===== src/rtl/vector_field_arbiter.sv =====
// vector_field_arbiter
// Two-requester round-robin front end that shares one registered bit-field
// extraction datapath (bit select, nibble slice, bit reversal) and returns a
// tagged result over a valid/ready response channel.
module vector_field_arbiter #(
   parameter int CNT_W      = 16,
   parameter bit FIRST_PRIO = 1'b0
) (
   input  logic             clk,
   input  logic             rst,
   input  logic [1:0]       req_valid,
   output logic [1:0]       req_ready,
   input  logic [7:0]       req_data0,
   input  logic [1:0]       req_op0,
   input  logic [2:0]       req_sel0,
   input  logic [7:0]       req_data1,
   input  logic [1:0]       req_op1,
   input  logic [2:0]       req_sel1,
   output logic             rsp_valid,
   input  logic             rsp_ready,
   output logic [7:0]       rsp_data,
   output logic             rsp_id,
   output logic             rsp_err,
   output logic [CNT_W-1:0] done_cnt,
   output logic [CNT_W-1:0] err_cnt
);

   typedef enum logic [1:0] {
      IDLE = 2'd0,
      EXEC = 2'd1,
      RESP = 2'd2
   } state_t;

   state_t           state_q;
   logic             prio_q;
   logic             gnt_id_q;
   logic [7:0]       data_q;
   logic [1:0]       op_q;
   logic [2:0]       sel_q;
   logic [7:0]       rsp_data_q;
   logic             rsp_id_q;
   logic             rsp_err_q;
   logic             rsp_valid_q;
   logic [CNT_W-1:0] done_cnt_q;
   logic [CNT_W-1:0] err_cnt_q;
   logic [CNT_W-1:0] done_cnt_d;
   logic [CNT_W-1:0] err_cnt_d;

   logic             grantAny;
   logic             grantIdx;
   logic [7:0]       selData;
   logic [1:0]       selOp;
   logic [2:0]       selSel;
   logic [7:0]       fieldData;
   logic             fieldErr;

   // Pick the winner: a lone requester always wins, a contested cycle goes to
   // the priority pointer; operands come only from the winner so the loser's
   // inputs (possibly X) never reach the capture registers.
   always_comb begin
      grantAny = |req_valid;
      grantIdx = 1'b0;
      case (req_valid)
         2'b01:   grantIdx = 1'b0;
         2'b10:   grantIdx = 1'b1;
         2'b11:   grantIdx = prio_q;
         default: grantIdx = 1'b0;
      endcase
      selData = grantIdx ? req_data1 : req_data0;
      selOp   = grantIdx ? req_op1   : req_op0;
      selSel  = grantIdx ? req_sel1  : req_sel0;
      req_ready = 2'b00;
      if (state_q == IDLE && !rst && grantAny) begin
         req_ready[grantIdx] = 1'b1;
      end
   end

   // Field extraction on the captured operands; illegal opcode yields zero data.
   always_comb begin
      fieldData = 8'h00;
      fieldErr  = 1'b0;
      case (op_q)
         2'b00: fieldData = {7'b0, data_q[sel_q]};
         2'b01: fieldData = sel_q[0] ? {4'b0, data_q[7:4]} : {4'b0, data_q[3:0]};
         2'b10: begin
            for (int i = 0; i < 8; i++) begin
               fieldData[i] = data_q[7-i];
            end
         end
         default: fieldErr = 1'b1;
      endcase
   end

   // Saturating next values for the completion and error counters.
   always_comb begin
      done_cnt_d = (done_cnt_q == '1) ? done_cnt_q : done_cnt_q + 1'b1;
      err_cnt_d  = (rsp_err_q && (err_cnt_q != '1)) ? err_cnt_q + 1'b1 : err_cnt_q;
   end

   // Sequencer: grant and capture in IDLE, compute in EXEC, hold the result
   // in RESP until the consumer takes it.
   always_ff @(posedge clk or posedge rst) begin
      if (rst) begin
         state_q     <= IDLE;
         prio_q      <= FIRST_PRIO;
         gnt_id_q    <= 1'b0;
         data_q      <= 8'h00;
         op_q        <= 2'b00;
         sel_q       <= 3'b000;
         rsp_data_q  <= 8'h00;
         rsp_id_q    <= 1'b0;
         rsp_err_q   <= 1'b0;
         rsp_valid_q <= 1'b0;
         done_cnt_q  <= '0;
         err_cnt_q   <= '0;
      end else begin
         case (state_q)
            IDLE: begin
               if (grantAny) begin
                  gnt_id_q <= grantIdx;
                  data_q   <= selData;
                  op_q     <= selOp;
                  sel_q    <= selSel;
                  prio_q   <= ~grantIdx;
                  state_q  <= EXEC;
               end
            end
            EXEC: begin
               rsp_data_q  <= fieldData;
               rsp_err_q   <= fieldErr;
               rsp_id_q    <= gnt_id_q;
               rsp_valid_q <= 1'b1;
               state_q     <= RESP;
            end
            RESP: begin
               if (rsp_ready) begin
                  done_cnt_q  <= done_cnt_d;
                  err_cnt_q   <= err_cnt_d;
                  rsp_valid_q <= 1'b0;
                  rsp_err_q   <= 1'b0;
                  state_q     <= IDLE;
               end
            end
            default: state_q <= IDLE;
         endcase
      end
   end

   assign rsp_valid = rsp_valid_q;
   assign rsp_data  = rsp_data_q;
   assign rsp_id    = rsp_id_q;
   assign rsp_err   = rsp_err_q;
   assign done_cnt  = done_cnt_q;
   assign err_cnt   = err_cnt_q;

endmodule


===== config.mk =====
export PLATFORM = sky130hd
export DESIGN_NAME = vector_field_arbiter
export DESIGN_NICKNAME = d
export VERILOG_FILES = /design/src/rtl/vector_field_arbiter.sv
export SDC_FILE = /design/constraint.sdc
export NUM_CORES = 1
export LEC_CHECK = 0
export BUFFER_PORTS_ARGS = -buffer_cell sky130_fd_sc_hd__buf_2
export CAP_MARGIN = 20
export CORE_ASPECT_RATIO = 0.8
export CORE_MARGIN = 2
export CORE_UTILIZATION = 48
export CTS_CLUSTER_SIZE = 20
export DETAILED_ROUTE_END_ITERATION = 12
export HOLD_SLACK_MARGIN = 0.15
export PLACE_DENSITY = 0.74
export SLEW_MARGIN = 25
export SYNTH_ARGS = -nofsm -noshare
export SYNTH_HDL_FRONTEND = slang
export SYNTH_SLANG_ARGS = --single-unit

===== constraint.sdc =====
create_clock -name clk -period 2.4 [get_ports clk]
set_input_delay 0.48 -clock clk [delete_from_list [all_inputs] [get_ports clk]]
set_output_delay 0.48 -clock clk [all_outputs]
set_load 0.005 [all_outputs]

### Word-level counts from Yosys, hierarchy flattened

Cells that the tools add are included.

| operators by class | value |
|---|---|
| reduce and logical (&&, ||, !) cells | 15 |
| order comparisons | 3 |
| add/subtract/negate cells | 2 |
| mux-type cells | 18 |
| bitwise operators | 2 |
| equality and inequality tests | 10 |

Operators with widths:

| kind | count |
|---|---|
| 16-bit by 1-bit adder with 16-bit output (second input constant) | 2 |
| 8-bit case mux with 3 select lines | 1 |
| 16-bit equality test (second input constant) | 1 |
| 16-bit inequality test (second input constant) | 1 |
| 2-bit equality test (second input constant) | 4 |
| 2-bit two-way mux | 4 |
| 8-bit two-way mux | 1 |
| 1-bit case mux with 2 select lines | 3 |
| 2-bit case mux with 3 select lines | 1 |
| 2-bit AND reduction | 3 |
| 3-bit AND reduction | 2 |
| 2-bit by 1-bit equality test with 1-bit output (second input constant) | 2 |
| 1-bit logical AND | 4 |
| 2-bit zero test | 2 |
| 3-bit by 4-bit < comparator with 1-bit output (second input constant) | 1 |
| 1-bit two-way mux | 4 |
| 4-bit two-way mux | 1 |
| 2-bit inequality test (second input constant) | 2 |
| 1-bit binary-select mux with 3-bit select | 1 |
| 3-bit two-way mux | 1 |
| 3-bit OR reduction | 1 |
| 1-bit by 2-bit < comparator with 1-bit output (second input constant) | 1 |
| 1-bit inverter | 2 |
| 2-bit nonzero test | 1 |
| other kinds (4) | 4 |

| storage, ports and cells | value |
|---|---|
| bits in registers | 60 |
| input port bits | 31 |
| output and inout bits | 45 |
| logic and storage cells | 62 |

### Longest topological paths before layout

| logic depth | value |
|---|---|
| depth after elaboration | 7 |
| mapped depth | 6 |
| depth with buffers taken out | 5 |

### Worst setup path after synthesis

Ideal clock, no wire load.

| path | value |
|---|---|
| path type | in2out |
| start point | in rst |
| end point | out req_ready[0] |
| slack | -0.160 ns |
| required time | 1.920 ns |
| buffers on the path | 0 |
| stages on the path | 2 |
| arrival time | 2.080 ns |
| cells stage by stage | inv_1 and3_1 |

| between the ends | value |
|---|---|
| word-level cells in the longest chain between the ends | 4 |

Ends and longest elaborated chain:

| item | line | source |
|---|---|---|
| start: declaration | 10 | `input logic rst,` |
| 1-bit zero test (no source line) | n/a |  |
| 1-bit logical AND (2 in a row) | 73 | `if (state_q == IDLE && !rst && grantAny) begin` |
| 2-bit two-way mux | 73 |  |
| end: declaration | 12 | `output logic [1:0] req_ready,` |

Every way passes these cells.

### Worst setup path after layout

| path | value |
|---|---|
| start point | reg prio_q |
| end point | out req_ready[0] |

| between the ends | value |
|---|---|
| word-level cells in the longest chain between the ends | 6 |

Ends and longest elaborated chain:

| item | line | source |
|---|---|---|
| start: declaration | 35 | `logic prio_q;` |
| start signal: assignment | 124 | `prio_q <= ~grantIdx;` |
| 1-bit case mux with 2 select lines * | 63 | `case (req_valid)` |
| 1-bit by 2-bit < comparator with 1-bit output (implied by the code) or 1-bit greater-or-equal comparator (tied branches) | 74 | `req_ready[grantIdx] = 1'b1;` |
| 1-bit logical AND (implied by the code) | 74 |  |
| 1-bit two-way mux (implied by the code) | 74 |  |
| 1-bit demux with 1-bit select * | 74 |  |
| 2-bit two-way mux * | 73 |  |

Mark *: on every way between the ends. The rest lies on a longest branch, timed or not.

==> results.ini <==
[die]
dieArea_sq_um = 6920
die_x_microns = 92.5
die_h_microns = 74.8
io_pins = 76
core_area_sq_um = 5970
start_util = 0.503
placementRows = 25

[timing]
setup_viol = 0
period_needed_ns = 1.87
period_share = 0.781
finalHoldViolations = 0
report.final.slew_viol_count = 0
max_freq_ghz = 0.534
rsz0062_at_grt = no
fin_tns_setup_ns = 0
tightest_slew_ns = 0.745
finClkSkew_ns = 0.00329
max_slew_margin = 0.504

[setup_path]
crit_start = prio_q$_DFFE_PP0P_
cp_data_required_time_ns = 1.92
r2r_start = done_cnt[0]$_DFFE_PP0P_
crit_arrival_ns = 1.39
criticalPathCategory = register to output pin
crit_path_end_kind = output pin
path_max_fanout = 4
start_kind = register

[yosys]
avgSynthCellArea_sq_um = 11.4
syn_nets = 297
synth_seq_cells = 60
netlist_area_sq_um = 3010
synth_top_area_frac = 0.499
synth.distinct_cells = 48
synthTopCellsByArea = dfrtp_1, xor2_1, a221o_1
ys_warn_count = 0
synth_area_leader_cell = dfrtp_1
syn-instance-count = 264
yosysSeqAreaShare = 0.499

[min_path]
hp-class = input pin to register
hp-start = req_data1[6]

[cells_and_area]
syn2layout_area_growth_pct = 22.7
drive_gt1_frac = 0.348
fin_nets = 379
antenna_cells = 0

[cts]
cts_root_buf = clkbuf_8
clk_pin_slew_ns = 0.07
htreeDepth = 3
cts.sink_count = 60
cts-resized-gates = 0
cts_setup_buffers = 0
clock_path_buffers = 2
numCtsBuffers = 9
cts_tree = built
clk_latency_ns = 0.33
holdBufCountCts = 0

[placement]
place_congestion = 0.820
io_buffers = 75
dp_hpwl_microns = 4810

[grt]
grt_max_degree = 61
grt_overflow = 0
grt_pass1_vias = 2293
grt_pass1_wl_microns = 11100
antenna_found_initial = 0
grt_usage = 0.209

[detailed_routing]
ant_nets = 0
drt_iter0_markers = 142
detail_route.first_pass.iterations = 4
num_vias = 2346
routed_wl_microns = 6580
drc = 0
avgRoutedWirePerCell_microns = 15.2
vias_per_cell = 5.43

[pwr]
p_per_area_nw_per_um2 = 1020
total_power_mw = 3.76
ir_drop_mv = 0.554
p_leak_nw = 1.85

[run_status]
status = finished clean

[run]
drv_cap = 0

-- through the flow --
step                      cells  hold WS, ns  instance area [sq um]  setup WS (ns)  utilization
after global routing        432        0.350                   3690          0.421        0.618
after CTS                   432        0.353                   3690          0.511        0.618
after global placement      416        0.452                   3470          0.625        0.582
after detailed placement    416        0.460                   3470          0.593        0.582
final                       432        0.371                   3690          0.526        0.618
after floorplan             264        0.439                   3010          0.219            -
-- logic make-up after synthesis --
group	count (synthesis)	synth area share
AOI/OAI and AO/OA	43	0.117
xor gates and xnor gates	26	0.0757
adders and majority gates	2	0.00832
buffers and inverters	16	0.0245
DFF	60	0.499
muxes	13	0.0549
and+or+nand+nor	104	0.220
-- metal layers --
layer | GRT usage | vias to the layer above | share of wire | wire (microns)
li1 | - | 1140 | - | -
met3 | 0.0601 | 9 | 0.066 | 432
met5 | 0 | - | 0 | 0
met2 | 0.305 | 83 | 0.43 | 2820
met4 | 0.0713 | 0 | 0.012 | 79
met1 | 0.304 | 1114 | 0.49 | 3250
-- layout by cell type, fill, tap and decap left out, drive strengths merged, types with 3 or more instances in the layout --
master,netlist,routed
clkbuf,4,9
xor2,21,21
nor2b,3,3
and4,3,3
clkinv,0,4
mux2i,3,3
buf,4,79
nor4,8,8
dfrtp,60,60
a221oi,4,4
nor3,12,12
xnor2,5,5
o21ai,4,4
nand4,12,12
a22o,4,4
a21oi,10,10
nand3,6,6
and2,18,18
nand2,19,19
mux2,8,8
a221o,13,13
inv,8,7
nor2,14,14
a211oi,3,3
-- worst max-delay path: stages, from the launching register on --
cell and delay, ns:
dfrtp_1 0.38, o21ai_0 0.36, and3_1 0.21, buf_2 0.11
-- synthesized netlist by cell type, drive strengths merged --
library cell / instances
xnor2: 5
mux4: 2
nand2: 19
ha: 2
nand2b: 1
nor3: 12
a221oi: 4
a21o: 2
a22o: 4
nor2: 14
a221o: 13
o31ai: 1
xor2: 21
inv: 8
nand3b: 1
clkbuf: 4
nand3: 6
dfrtp: 60
nand4: 12
o21ai: 4
a211o: 1
nor4b: 1
a21oi: 10
mux2: 8
or3: 1
mux2i: 3
and2: 18
a211oi: 3
and3b: 1
buf: 4
nor2b: 3
nor4: 8
or2b: 1
and3: 2
o2111ai: 1
or2: 1
and4: 3
-- sequential cells by signal, indices dropped and copies added (netlist names) --
register	flops
rsp_valid	1
data_q	8
rsp_data	8
prio_q	1
rsp_err	1
state_q	2
sel_q	3
gnt_id_q	1
done_cnt	16
op_q	2
err_cnt	16
rsp_id	1
-- power breakdown --
part | leakage (nW) | switching [mW] | internal, mW | total (mW)
Clock | 0.109 | 0.402 | 0.580 | 0.982
Combinational | 0.986 | 0.508 | 0.615 | 1.12
Sequential | 0.756 | 0.346 | 1.31 | 1.66
-- cell type report --
type | instances | area (sq um)
Fill cell | 517 | 2280
Clock inverter | 7 | 91.3
Tap cell | 81 | 101
Multi-Input combinational cell | 188 | 1430
Sequential cell | 60 | 1500
Timing Repair Buffer | 79 | 405
Clock buffer | 9 | 124
Inverter | 8 | 33.8
-- worst paths after layout --
path                            slack [ns]  depth (start not counted)                       to
max in group asynchronous             1.52                          3  done_cnt[8]$_DFFE_PP0P_
worst min register to register        0.47                          2       rsp_id$_DFFE_PP0P_
worst max-delay path                  0.53                          3             req_ready[0]
worst max register to register        0.57                          5  done_cnt[1]$_DFFE_PP0P_
worst min-delay path                  0.37                          2    data_q[6]$_DFFE_PP0P_
min in group asynchronous             0.40                          3  done_cnt[1]$_DFFE_PP0P_
No activity file was read; power rests on OpenSTA's default activity.
